[src/rtl/uart_autobaud_pkg.sv]
`default_nettype none
// ============================================================================
// Module      : uart_autobaud_pkg
// Description : Shared types and constants for the UART auto-baud calibrator
// Revision    : 1.0 - initial release
// ============================================================================
package uart_autobaud_pkg;

    // Default parameter values for the calibrator
    localparam int DEF_CNT_W   = 20;
    localparam int DEF_DIV_W   = 16;
    localparam int DEF_MIN_BIT = 4;

    // Calibration character 0x55: five falling edges span eight bit times
    localparam int CAL_EDGES = 5;
    localparam int CAL_BITS  = 8;
    localparam int CAL_SHIFT = 3;

    // Width of the falling-edge counter (must hold CAL_EDGES)
    localparam int EDGE_W = 3;

    typedef enum logic [2:0] {
        ST_IDLE    = 3'd0,
        ST_ARMED   = 3'd1,
        ST_MEASURE = 3'd2,
        ST_DONE    = 3'd3,
        ST_ERROR   = 3'd4
    } state_t;

endpackage
`default_nettype wire

[src/rtl/uart_autobaud_if.sv]
`default_nettype none
// ============================================================================
// Module      : uart_autobaud_if
// Description : Line and result signals of the UART auto-baud calibrator
// Revision    : 1.0 - initial release
// ============================================================================
interface uart_autobaud_if #(
    parameter int DIV_W = 16
);
    logic             rx_i;
    logic             cal_start_i;
    logic             rx_o;
    logic [DIV_W-1:0] baud_div_o;
    logic             div_valid_o;
    logic             busy_o;
    logic             err_o;

    // Driver side: pad line and calibration request in, results back
    modport master (
        output rx_i,
        output cal_start_i,
        input  rx_o,
        input  baud_div_o,
        input  div_valid_o,
        input  busy_o,
        input  err_o
    );

    // Calibrator side
    modport slave (
        input  rx_i,
        input  cal_start_i,
        output rx_o,
        output baud_div_o,
        output div_valid_o,
        output busy_o,
        output err_o
    );
endinterface
`default_nettype wire

[src/rtl/uart_autobaud_rx_sync.sv]
`default_nettype none
// ============================================================================
// Module      : uart_rx_sync
// Description : 2-flop synchronizer for the raw rx pad plus falling-edge pulse
// Revision    : 1.0 - initial release
// ============================================================================
module uart_rx_sync (
    input  logic wb_clk_i,
    input  logic wb_rst_i,
    input  logic rx_i,
    output logic rx_sync,
    output logic fall_pulse
);
    logic r_meta;
    logic r_sync;
    logic r_prev;

    // Synchronizer chain plus one history flop; idle-high line resets to 1
    always_ff @(posedge wb_clk_i) begin
        if (wb_rst_i) begin
            r_meta <= 1'b1;
            r_sync <= 1'b1;
            r_prev <= 1'b1;
        end else begin
            r_meta <= rx_i;
            r_sync <= r_meta;
            r_prev <= r_sync;
        end
    end

    assign rx_sync    = r_sync;
    assign fall_pulse = r_prev & ~r_sync;

endmodule
`default_nettype wire

[src/rtl/uart_autobaud.sv]
`default_nettype none
// ============================================================================
// Module      : uart_autobaud
// Description : Measures the bit period of a 0x55 calibration character and
//               reports it as a baud divisor for the downstream UART
// Revision    : 1.0 - initial release
// ============================================================================
module uart_autobaud
    import uart_autobaud_pkg::*;
#(
    parameter int CNT_W   = DEF_CNT_W,
    parameter int DIV_W   = DEF_DIV_W,
    parameter int MIN_BIT = DEF_MIN_BIT
) (
    input  logic           wb_clk_i,
    input  logic           wb_rst_i,
    uart_autobaud_if.slave bus
);
    localparam logic [CNT_W-1:0]  c_cnt_max   = '1;
    localparam logic [CNT_W:0]    c_one       = (CNT_W+1)'(1);
    localparam logic [CNT_W:0]    c_min_span  = (CNT_W+1)'(CAL_BITS * MIN_BIT);
    localparam logic [CNT_W:0]    c_round     = (CNT_W+1)'(CAL_BITS / 2);
    localparam logic [EDGE_W-1:0] c_last_edge = EDGE_W'(CAL_EDGES - 1);

    state_t             r_state;
    state_t             w_state_nxt;
    logic [CNT_W-1:0]   r_cnt;
    logic [EDGE_W-1:0]  r_edges;
    logic [DIV_W-1:0]   r_div;

    logic               w_rx_sync;
    logic               w_fall;
    logic [CNT_W:0]     w_span;
    logic [CNT_W:0]     w_span_rnd;
    logic [CNT_W:0]     w_div_wide;
    logic [DIV_W-1:0]   w_div;
    logic               w_div_ovf;
    logic               w_span_short;
    logic               w_latch;
    logic               w_busy;
    logic               w_valid;
    logic               w_err;

    uart_rx_sync u_rx_sync (
        .wb_clk_i   (wb_clk_i),
        .wb_rst_i   (wb_rst_i),
        .rx_i       (bus.rx_i),
        .rx_sync    (w_rx_sync),
        .fall_pulse (w_fall)
    );

    // Span is counter+1 because the counter starts at 0 one cycle after the start edge
    assign w_span       = {1'b0, r_cnt} + c_one;
    assign w_span_rnd   = w_span + c_round;
    assign w_div_wide   = w_span_rnd >> CAL_SHIFT;
    assign w_span_short = (w_span < c_min_span);

    // Fit the rounded quotient into the divisor width and flag overflow
    if (DIV_W > CNT_W) begin : g_div_wide
        assign w_div     = DIV_W'(w_div_wide);
        assign w_div_ovf = 1'b0;
    end else begin : g_div_narrow
        assign w_div     = w_div_wide[DIV_W-1:0];
        assign w_div_ovf = |w_div_wide[CNT_W:DIV_W];
    end

    // State register and measurement datapath
    always_ff @(posedge wb_clk_i) begin
        if (wb_rst_i) begin
            r_state <= ST_IDLE;
            r_cnt   <= '0;
            r_edges <= '0;
            r_div   <= '0;
        end else begin
            r_state <= w_state_nxt;
            if (r_state == ST_ARMED && w_fall) begin
                r_cnt   <= '0;
                r_edges <= EDGE_W'(1);
            end else if (r_state == ST_MEASURE) begin
                r_cnt <= r_cnt + 1'b1;
                if (w_fall) begin
                    r_edges <= r_edges + 1'b1;
                end
            end
            if (w_latch) begin
                r_div <= w_div;
            end
        end
    end

    // Next-state logic, divisor latch enable and state-decoded status flags
    always_comb begin
        w_state_nxt = r_state;
        w_latch     = 1'b0;
        w_busy      = 1'b0;
        w_valid     = 1'b0;
        w_err       = 1'b0;
        case (r_state)
            ST_IDLE: begin
                if (bus.cal_start_i) w_state_nxt = ST_ARMED;
            end
            ST_ARMED: begin
                w_busy = 1'b1;
                if (w_fall) w_state_nxt = ST_MEASURE;
            end
            ST_MEASURE: begin
                w_busy = 1'b1;
                // Saturation wins over a coincident edge
                if (r_cnt == c_cnt_max) begin
                    w_state_nxt = ST_ERROR;
                end else if (w_fall && r_edges == c_last_edge) begin
                    if (w_span_short || w_div_ovf) begin
                        w_state_nxt = ST_ERROR;
                    end else begin
                        w_state_nxt = ST_DONE;
                        w_latch     = 1'b1;
                    end
                end
            end
            ST_DONE: begin
                w_valid = 1'b1;
                if (bus.cal_start_i) w_state_nxt = ST_ARMED;
            end
            ST_ERROR: begin
                w_err = 1'b1;
                if (bus.cal_start_i) w_state_nxt = ST_ARMED;
            end
            default: begin
                w_state_nxt = ST_IDLE;
            end
        endcase
    end

    assign bus.rx_o        = w_rx_sync;
    assign bus.baud_div_o  = r_div;
    assign bus.div_valid_o = w_valid;
    assign bus.busy_o      = w_busy;
    assign bus.err_o       = w_err;

endmodule
`default_nettype wire

[src/flat_wrapper.sv]
// flat-port wrapper written by rule: the top's interface ports become plain ports
module uart_autobaud_flat import uart_autobaud_pkg::*;
#(
    parameter int CNT_W   = DEF_CNT_W,
    parameter int DIV_W   = DEF_DIV_W,
    parameter int MIN_BIT = DEF_MIN_BIT
)
  (wb_clk_i, wb_rst_i, bus_rx_i, bus_cal_start_i, bus_rx_o, bus_baud_div_o, bus_div_valid_o, bus_busy_o, bus_err_o);
  uart_autobaud_if #(.DIV_W(DIV_W)) bus_i ();
  input  logic wb_clk_i;
  input  logic wb_rst_i;
  input wire logic [$bits(bus_i.rx_i)-1:0] bus_rx_i;
  input wire logic [$bits(bus_i.cal_start_i)-1:0] bus_cal_start_i;
  output wire logic [$bits(bus_i.rx_o)-1:0] bus_rx_o;
  output wire logic [$bits(bus_i.baud_div_o)-1:0] bus_baud_div_o;
  output wire logic [$bits(bus_i.div_valid_o)-1:0] bus_div_valid_o;
  output wire logic [$bits(bus_i.busy_o)-1:0] bus_busy_o;
  output wire logic [$bits(bus_i.err_o)-1:0] bus_err_o;
  assign bus_i.rx_i = bus_rx_i;
  assign bus_i.cal_start_i = bus_cal_start_i;
  assign bus_rx_o = bus_i.rx_o;
  assign bus_baud_div_o = bus_i.baud_div_o;
  assign bus_div_valid_o = bus_i.div_valid_o;
  assign bus_busy_o = bus_i.busy_o;
  assign bus_err_o = bus_i.err_o;
  uart_autobaud #(.CNT_W(CNT_W), .DIV_W(DIV_W), .MIN_BIT(MIN_BIT)) u_core (.wb_clk_i(wb_clk_i), .wb_rst_i(wb_rst_i), .bus(bus_i));
endmodule
[config.mk]
export PLATFORM = sky130hd
export DESIGN_NAME = uart_autobaud_flat
export DESIGN_NICKNAME = d
export VERILOG_FILES = /design/src/rtl/uart_autobaud_pkg.sv /design/src/rtl/uart_autobaud_if.sv /design/src/rtl/uart_autobaud_rx_sync.sv /design/src/rtl/uart_autobaud.sv /design/src/flat_wrapper.sv
export SDC_FILE = /design/constraint.sdc
export NUM_CORES = 1
export LEC_CHECK = 0
export BUFFER_PORTS_ARGS = -buffer_cell sky130_fd_sc_hd__buf_2
export CORE_ASPECT_RATIO = 1.75
export CORE_MARGIN = 5
export CORE_UTILIZATION = 45
export DETAILED_ROUTE_END_ITERATION = 8
export GPL_TIMING_DRIVEN = 0
export HOLD_SLACK_MARGIN = 0.03
export SLEW_MARGIN = 20
export SYNTH_ARGS = -nofsm -noshare
export SYNTH_HDL_FRONTEND = slang
export SYNTH_SLANG_ARGS = --single-unit
[constraint.sdc]
create_clock -name wb_clk_i -period 2.9 [get_ports wb_clk_i]
set_input_delay 0.29 -clock wb_clk_i [delete_from_list [all_inputs] [get_ports wb_clk_i]]
set_output_delay 0.29 -clock wb_clk_i [all_outputs]
set_load 0.005 [all_outputs]
==> results of run 1 <==
[how the worst min path moves through the flow]
stage,endpoint,depth (start not counted),startpoint
after floorplan,u_core.u_rx_sync.rx_sync$_SDFF_PP1_,1,u_core.u_rx_sync.r_meta$_SDFF_PP1_
after CTS,u_core.u_rx_sync.r_meta$_SDFF_PP1_,2,bus_rx_i
final,u_core.u_rx_sync.r_meta$_SDFF_PP1_,2,bus_rx_i
after detailed placement,u_core.u_rx_sync.rx_sync$_SDFF_PP1_,1,u_core.u_rx_sync.r_meta$_SDFF_PP1_
after global placement,u_core.u_rx_sync.rx_sync$_SDFF_PP1_,1,u_core.u_rx_sync.r_meta$_SDFF_PP1_
after global routing,u_core.u_rx_sync.r_meta$_SDFF_PP1_,2,bus_rx_i
[cell usage after synthesis, types with 4 or more instances]
cell type and instances:
dfxtp_1 45, nor2_1 42, nand3_1 34, nand2_1 33, xnor2_1 29, a21oi_1 27
o21ai_0 24, clkbuf_1 16, nor3_1 12, xor2_1 12, nand4_1 10, inv_1 9
buf_2 8, nand2b_1 8, buf_4 7, and2_1 6, and4_1 5, nor4_1 5
or3_1 5, a211oi_1 4, and3_1 4, buf_6 4, ha_1 4, or2_2 4
[power groups by stage]
stage | Combinational, mW | Clock (mW) | Sequential, mW
after floorplan | 0.0908 | 0 | 0.644
after global placement | 0.124 | 0 | 0.645
after detailed placement | 0.126 | 0 | 0.645
after CTS | 0.145 | 0.758 | 0.631
after global routing | 0.160 | 0.798 | 0.630
final | 0.146 | 0.753 | 0.630
[critical path: stages, from the launching register on]
cell and delay [ps]:
dfxtp_2 330, buf_6 130, buf_4 130, nand4b_1 210
nor3_4 310, o32ai_4 160, or4_4 460, nor3b_4 260
a311oi_4 160, buf_12 170, nor2_4 140, mux2_4 310
[layout make-up]
cell class | instances | area, um2 | area share (%)
plain buffers | 33 | 240 | 5.32
clock buffers | 5 | 125 | 2.77
clock inverters | 3 | 65.1 | 1.44
inverters | 9 | 33.8 | 0.748
multi-input cells | 327 | 2480 | 55.0
flip-flops and latches | 45 | 913 | 20.2
well taps | 86 | 108 | 2.38
repair buffers | 73 | 546 | 12.1
[layer usage]
metal | wire length (um) | GRT usage (%)
met5 | 0 | 0
met2 | 5350 | 40.8
met1 | 3960 | 25.7
met3 | 476 | 3.28
met4 | 504 | 12.7
[sequential cells by signal (all words and copies together), names as in the netlist]
name,cells
u_core.u_rx_sync.rx_sync,1
u_core.r_cnt,20
u_core.bus.baud_div_o,16
u_core.r_edges,3
u_core.u_rx_sync.r_prev,1
u_core.r_state,3
u_core.u_rx_sync.r_meta,1
[cell usage in the layout (no fill, tap or decap), drive strengths merged, types with 3 or more instances in the layout]
cell / count
nor3: 12
nor4b: 3
a31oi: 3
nand3: 35
nand2b: 8
a21oi: 27
inv: 9
and4: 5
nor2: 42
nor3b: 3
xor2: 12
xnor2: 29
nand4: 12
ha: 4
nand2: 33
buf: 91
clkbuf: 20
and2: 6
and3: 4
o21ai: 24
nand4b: 3
or2: 5
nor2b: 3
dfxtp: 45
or3: 5
a211oi: 6
nor4: 8
[cells by family after synthesis]
logic type | Yosys count | share of synthesized area, %
muxes | 3 | 1.08
and+or+nand+nor | 190 | 32.7
DFF | 45 | 27.7
buffers and inverters | 47 | 7.47
xor gates and xnor gates | 41 | 11.1
AOI/OAI and AO/OA | 89 | 18.4
adders and majority gates | 4 | 1.54
[what timing repair did]
item	CTS	global route
setup endpoints to repair	19	19
gates resized for setup	65	55
cloned	1	0
setup buffers	22	28
pin swaps	26	36
[stage by stage]
step	cells	power, mW	hold WS, ps	setup slack [ps]	setup TNS, ps
finish	581	1.53	177	25.6	0
global route	581	1.59	177	-77.1	-442
CTS	557	1.53	174	-15.7	-15.7
detailed placement	528	0.771	394	-600	-5340
global placement	528	0.769	390	-565	-4750
floorplan	419	0.735	389	126	0
==> flow_summary.json, run 1 <==
{
  "outcome": "completed",
  "slew_headroom_pct": 50.8,
  "num_vias": 3361,
  "async_flop_share_pct": 0,
  "cts_tree": "built",
  "syn_nets": 427,
  "syn_to_final_growth_pct": 38.9,
  "start_kind": "flop",
  "setup.worst_path.end_class": "flop",
  "place_congestion": 0.918,
  "p_int_mw": 1.17,
  "p_leak_nw": 1.72,
  "finalCritPeriodShare_pct": 99.1,
  "min_period_ps": 2870,
  "synth-edff-count": 0,
  "cts_hold_buf": 0,
  "wire_per_inst_um": 17.7,
  "finish.utilization_pct": 63.3,
  "slew_violations": 0,
  "grt_usage_pct": 23.1,
  "synth.avg_cell_area_um2": 7.76,
  "setup_viol": 0,
  "yosysWarningCount": 0,
  "skew_ps": 8.63,
  "finalWirelength_um": 10300,
  "p_sw_mw": 0.354,
  "critPathLaunch": "u_core.r_cnt[6]$_SDFFE_PP0P_",
  "num_antenna_cells": 0,
  "power_density_mw_per_mm2": 339,
  "crit_fanout": 6,
  "synth_top_flop_cell": "dfxtp_1",
  "core-area_mm2": 0.00713,
  "cts_max_path_buffers": 2,
  "arrival_ps": 3060,
  "cap_violations": 0,
  "endpoint": "u_core.bus.baud_div_o[11]$_SDFFE_PP0P_",
  "grt_max_degree": 15,
  "cts_sinks": 45,
  "share_comb_of_total_power_pct": 9.5,
  "rr_worst_depth": 11,
  "r2r_setup_slack_ps": 30,
  "die_area_mm2": 0.00909,
  "layout-drive-gt1-share_pct": 34.3,
  "vias_per_cell": 5.78,
  "first_iter_violations": 190,
  "hold_violations": 0,
  "clock_latency_ps": 300,
  "worst_pin_slew_ps": 730,
  "synth_seq_area_share_pct": 27.7,
  "cts_htree_levels": 2,
  "ant_nets": 0,
  "final_area_mm2": 0.00451,
  "max_freq_ghz": 0.348,
  "sequentialPowerShare_pct": 41.2,
  "die_x_um": 74.2,
  "synth.distinct_cells": 67,
  "synth_top_area_cell": "dfxtp_1",
  "syn_area_mm2": 0.00325,
  "grt_pass1_wl_um": 16200,
  "globalRoute.totalOverflow": 0,
  "rr_startpoint": "u_core.r_cnt[6]$_SDFFE_PP0P_",
  "synthCells": 419,
  "r2r-end": "u_core.bus.baud_div_o[11]$_SDFFE_PP0P_",
  "dieHeight_um": 122,
  "rsz0062_at_grt": "true",
  "antenna_found_initial": 0,
  "final_nets": 502,
  "p_sw_share_pct": 23.2,
  "detailed_place_hpwl_um": 7100,
  "place_area_mm2": 0.00347,
  "clk_pin_slew_ps": 70,
  "cp.required_ps": 3090,
  "peakVddDrop_uv": 247,
  "rows": 41,
  "clkPwrFrac_pct": 49.3,
  "io_pins": 24,
  "synth_seq_cells": 45,
  "port_buffers": 23,
  "fillCellCount": 606,
  "start_util_pct": 45.6,
  "yosys.area.top_type_share_pct": 27.7,
  "synth.area.top_cells": "dfxtp_1, xnor2_1, nand3_1, nor2_1, a21oi_1",
  "cts-root-buf": "clkbuf_16",
  "drcViolationCount": 0,
  "dr.pass1.iters": 4,
  "numCtsBuffers": 5,
  "hp-class": "in2reg",
  "path_class": "reg2reg",
  "first_global_vias": 3230
}
No activity file was read; power rests on OpenSTA's default activity.
==> run 2, diff against run 1 <==
Clock period 2.9 ns to 2.4 ns, I/O delays scaled along.
==> run 2 against run 1 <==
  * The flow now finishes with violations (negative setup slack)
  * Routed wire length rose by 0.83%
  * Combinational power rose by 19%
  * Core utilization fell by 0.74 points
  * Fmax fell by 1.5%
  * Sequential power rose by 21%
  * First-iteration DRC count rose by 24%
  * Register-to-register slack got worse by 540 ps
  * Final area fell by 1.2%
  * Global-route usage fell by 0.29 points
  * Non-clock buffer count fell by 2
  * Critical path depth fell by 1
  * Largest power group unchanged
==> flow_summary.json, run 2 (synthesis gave the netlist of run 1 again) <==
{
  "p_total_mw": 1.70,
  "sequentialPowerShare_pct": 44.7,
  "largest_register_ffs": 20,
  "syn_to_final_growth_pct": 37.3,
  "hp-class": "in2reg",
  "rsz0062_at_grt": "true",
  "hold_violations": 0,
  "power_density_mw_per_mm2": 382,
  "dp.cells": 528,
  "outcome": "finished with violations",
  "cap_violations": 0,
  "cts_hold_buf": 0,
  "p_sw_share_pct": 23.3,
  "worst_slack_ps": -517,
  "place_congestion": 0.939,
  "dieHeight_um": 122,
  "arrival_ps": 3140,
  "grt_usage_pct": 22.8,
  "antenna_found_initial": 0,
  "cp_top_family": "simple AND/OR/NAND/NOR gates",
  "crit_fanout": 8,
  "cts-root-buf": "clkbuf_16",
  "skew_ps": 4.24,
  "num_antenna_cells": 0,
  "share_comb_of_total_power_pct": 10.2,
  "die_area_mm2": 0.00909,
  "cp.required_ps": 2620,
  "setup.worst_path.end_class": "flop",
  "clk_pin_slew_ps": 60,
  "grt_max_degree": 14,
  "wire_per_inst_um": 18.0,
  "worst_pin_slew_ps": 690,
  "fin_cells": 578,
  "finalWirelength_um": 10400,
  "finalSetupTns_ps": -8530,
  "setup_viol": 19,
  "die_x_um": 74.2,
  "cts_htree_levels": 2,
  "globalRoute.totalOverflow": 0,
  "p_sw_mw": 0.398,
  "peakVddDrop_uv": 261,
  "slew_headroom_pct": 53.5,
  "slew_violations": 0,
  "final_nets": 500,
  "first_global_vias": 3338,
  "p_leak_nw": 1.71,
  "clkPwrFrac_pct": 45.1,
  "final_cell_mix": "buf_4, dfxtp_1, nor2_1, nand2_1, xnor2_1",
  "vias_per_cell": 5.92,
  "cts_sinks": 45,
  "num_vias": 3422,
  "worst-path-buf-inv": 1,
  "critPathMaxStageDelay_ps": 580,
  "numCtsBuffers": 5,
  "p_int_mw": 1.31,
  "min_period_ps": 2920,
  "finalCritPeriodShare_pct": 122,
  "cts_tree": "built",
  "port_buffers": 23,
  "crit_slowest_cell": "or4_4",
  "max_freq_ghz": 0.343,
  "dr.pass1.iters": 5,
  "violations": "negative setup slack",
  "start_util_pct": 45.6,
  "first_iter_violations": 235,
  "largest-register": "u_core.r_cnt",
  "cp_cell_sequence": "ha_4 > and3_4 > buf_4 > a21boi_2 > nor2_2 > or4_4 > nor3b_4 > a311oi_4 > or4_4 > a21oi_2",
  "crit_top_cell": "or4_4",
  "clock_latency_ps": 290,
  "final_common_cell": "buf_4",
  "drcViolationCount": 0,
  "ant_nets": 0,
  "io_pins": 24,
  "detailed_place_hpwl_um": 7040,
  "core-area_mm2": 0.00713,
  "grt_pass1_wl_um": 16100,
  "start_kind": "flop",
  "path_class": "reg2reg",
  "rows": 41,
  "layout-drive-gt1-share_pct": 34.3,
  "cts_max_path_buffers": 2
}
[run 2: routing by layer]
layer / up-vias / track usage (%) / share of wire (%)
met4: 0 / 14.5 / 5.4
met3: 50 / 3.69 / 5.0
met5: - / 0 / 0
met2: 141 / 41.2 / 54
li1: 1641 / - / -
met1: 1590 / 23.4 / 36
[run 2: per-stage QoR]
step | instance area, um2 | utilization (%) | setup slack (ps) | hold WS, ps
6_report | 4460 | 62.6 | -517 | 130
3_3_place_gp | 3560 | 49.9 | -807 | 390
4_1_cts | 4210 | 59.0 | -406 | 126
2_1_floorplan | 3330 | - | -251 | 344
3_5_place_dp | 3560 | 49.9 | -836 | 396
5_1_grt | 4460 | 62.6 | -633 | 130
[run 2: worst register-to-register path: stages, from the launching register on]
cell	delay, ps
dfxtp_4	360
ha_4	210
and3_4	200
buf_4	130
a21boi_2	170
nor2_2	90
or4_4	540
nor3b_4	260
a311oi_4	180
or4_4	580
a21oi_2	130
[run 2: layout make-up]
class	instances	area, um2
sequential	45	911
clock inverter	2	35.0
multi-input combinational	327	2490
timing repair buffer	69	500
clock buffer	5	125
buffer	35	259
fill	653	2670
tap	86	108
inverter	9	33.8
[run 2: worst paths after layout]
kind / cells past startpoint / slack, ps / startpoint / end
max: 10 / -520 / u_core.r_cnt[0]$_SDFFE_PP0P_ / u_core.bus.baud_div_o[8]$_SDFFE_PP0P_
min: 2 / 130 / bus_rx_i / u_core.u_rx_sync.r_meta$_SDFF_PP1_
max reg2reg: 10 / -520 / u_core.r_cnt[0]$_SDFFE_PP0P_ / u_core.bus.baud_div_o[8]$_SDFFE_PP0P_
min reg2reg: 1 / 410 / u_core.u_rx_sync.r_meta$_SDFF_PP1_ / u_core.u_rx_sync.rx_sync$_SDFF_PP1_
[run 2: power groups by stage]
stage	combinational, mW	sequential, mW	clock [mW]
global route	0.191	0.762	0.823
CTS	0.167	0.763	0.788
global placement	0.150	0.779	0
finish	0.174	0.762	0.769
floorplan	0.112	0.778	0
detailed placement	0.152	0.780	0
[run 2: timing repair]
item / 4_1_cts / 5_1_grt
buffers inserted: 25 / 19
pin swaps: 29 / 27
gates resized for setup: 55 / 38
cloned: 1 / 1
endpoints found under the setup margin: 19 / 19
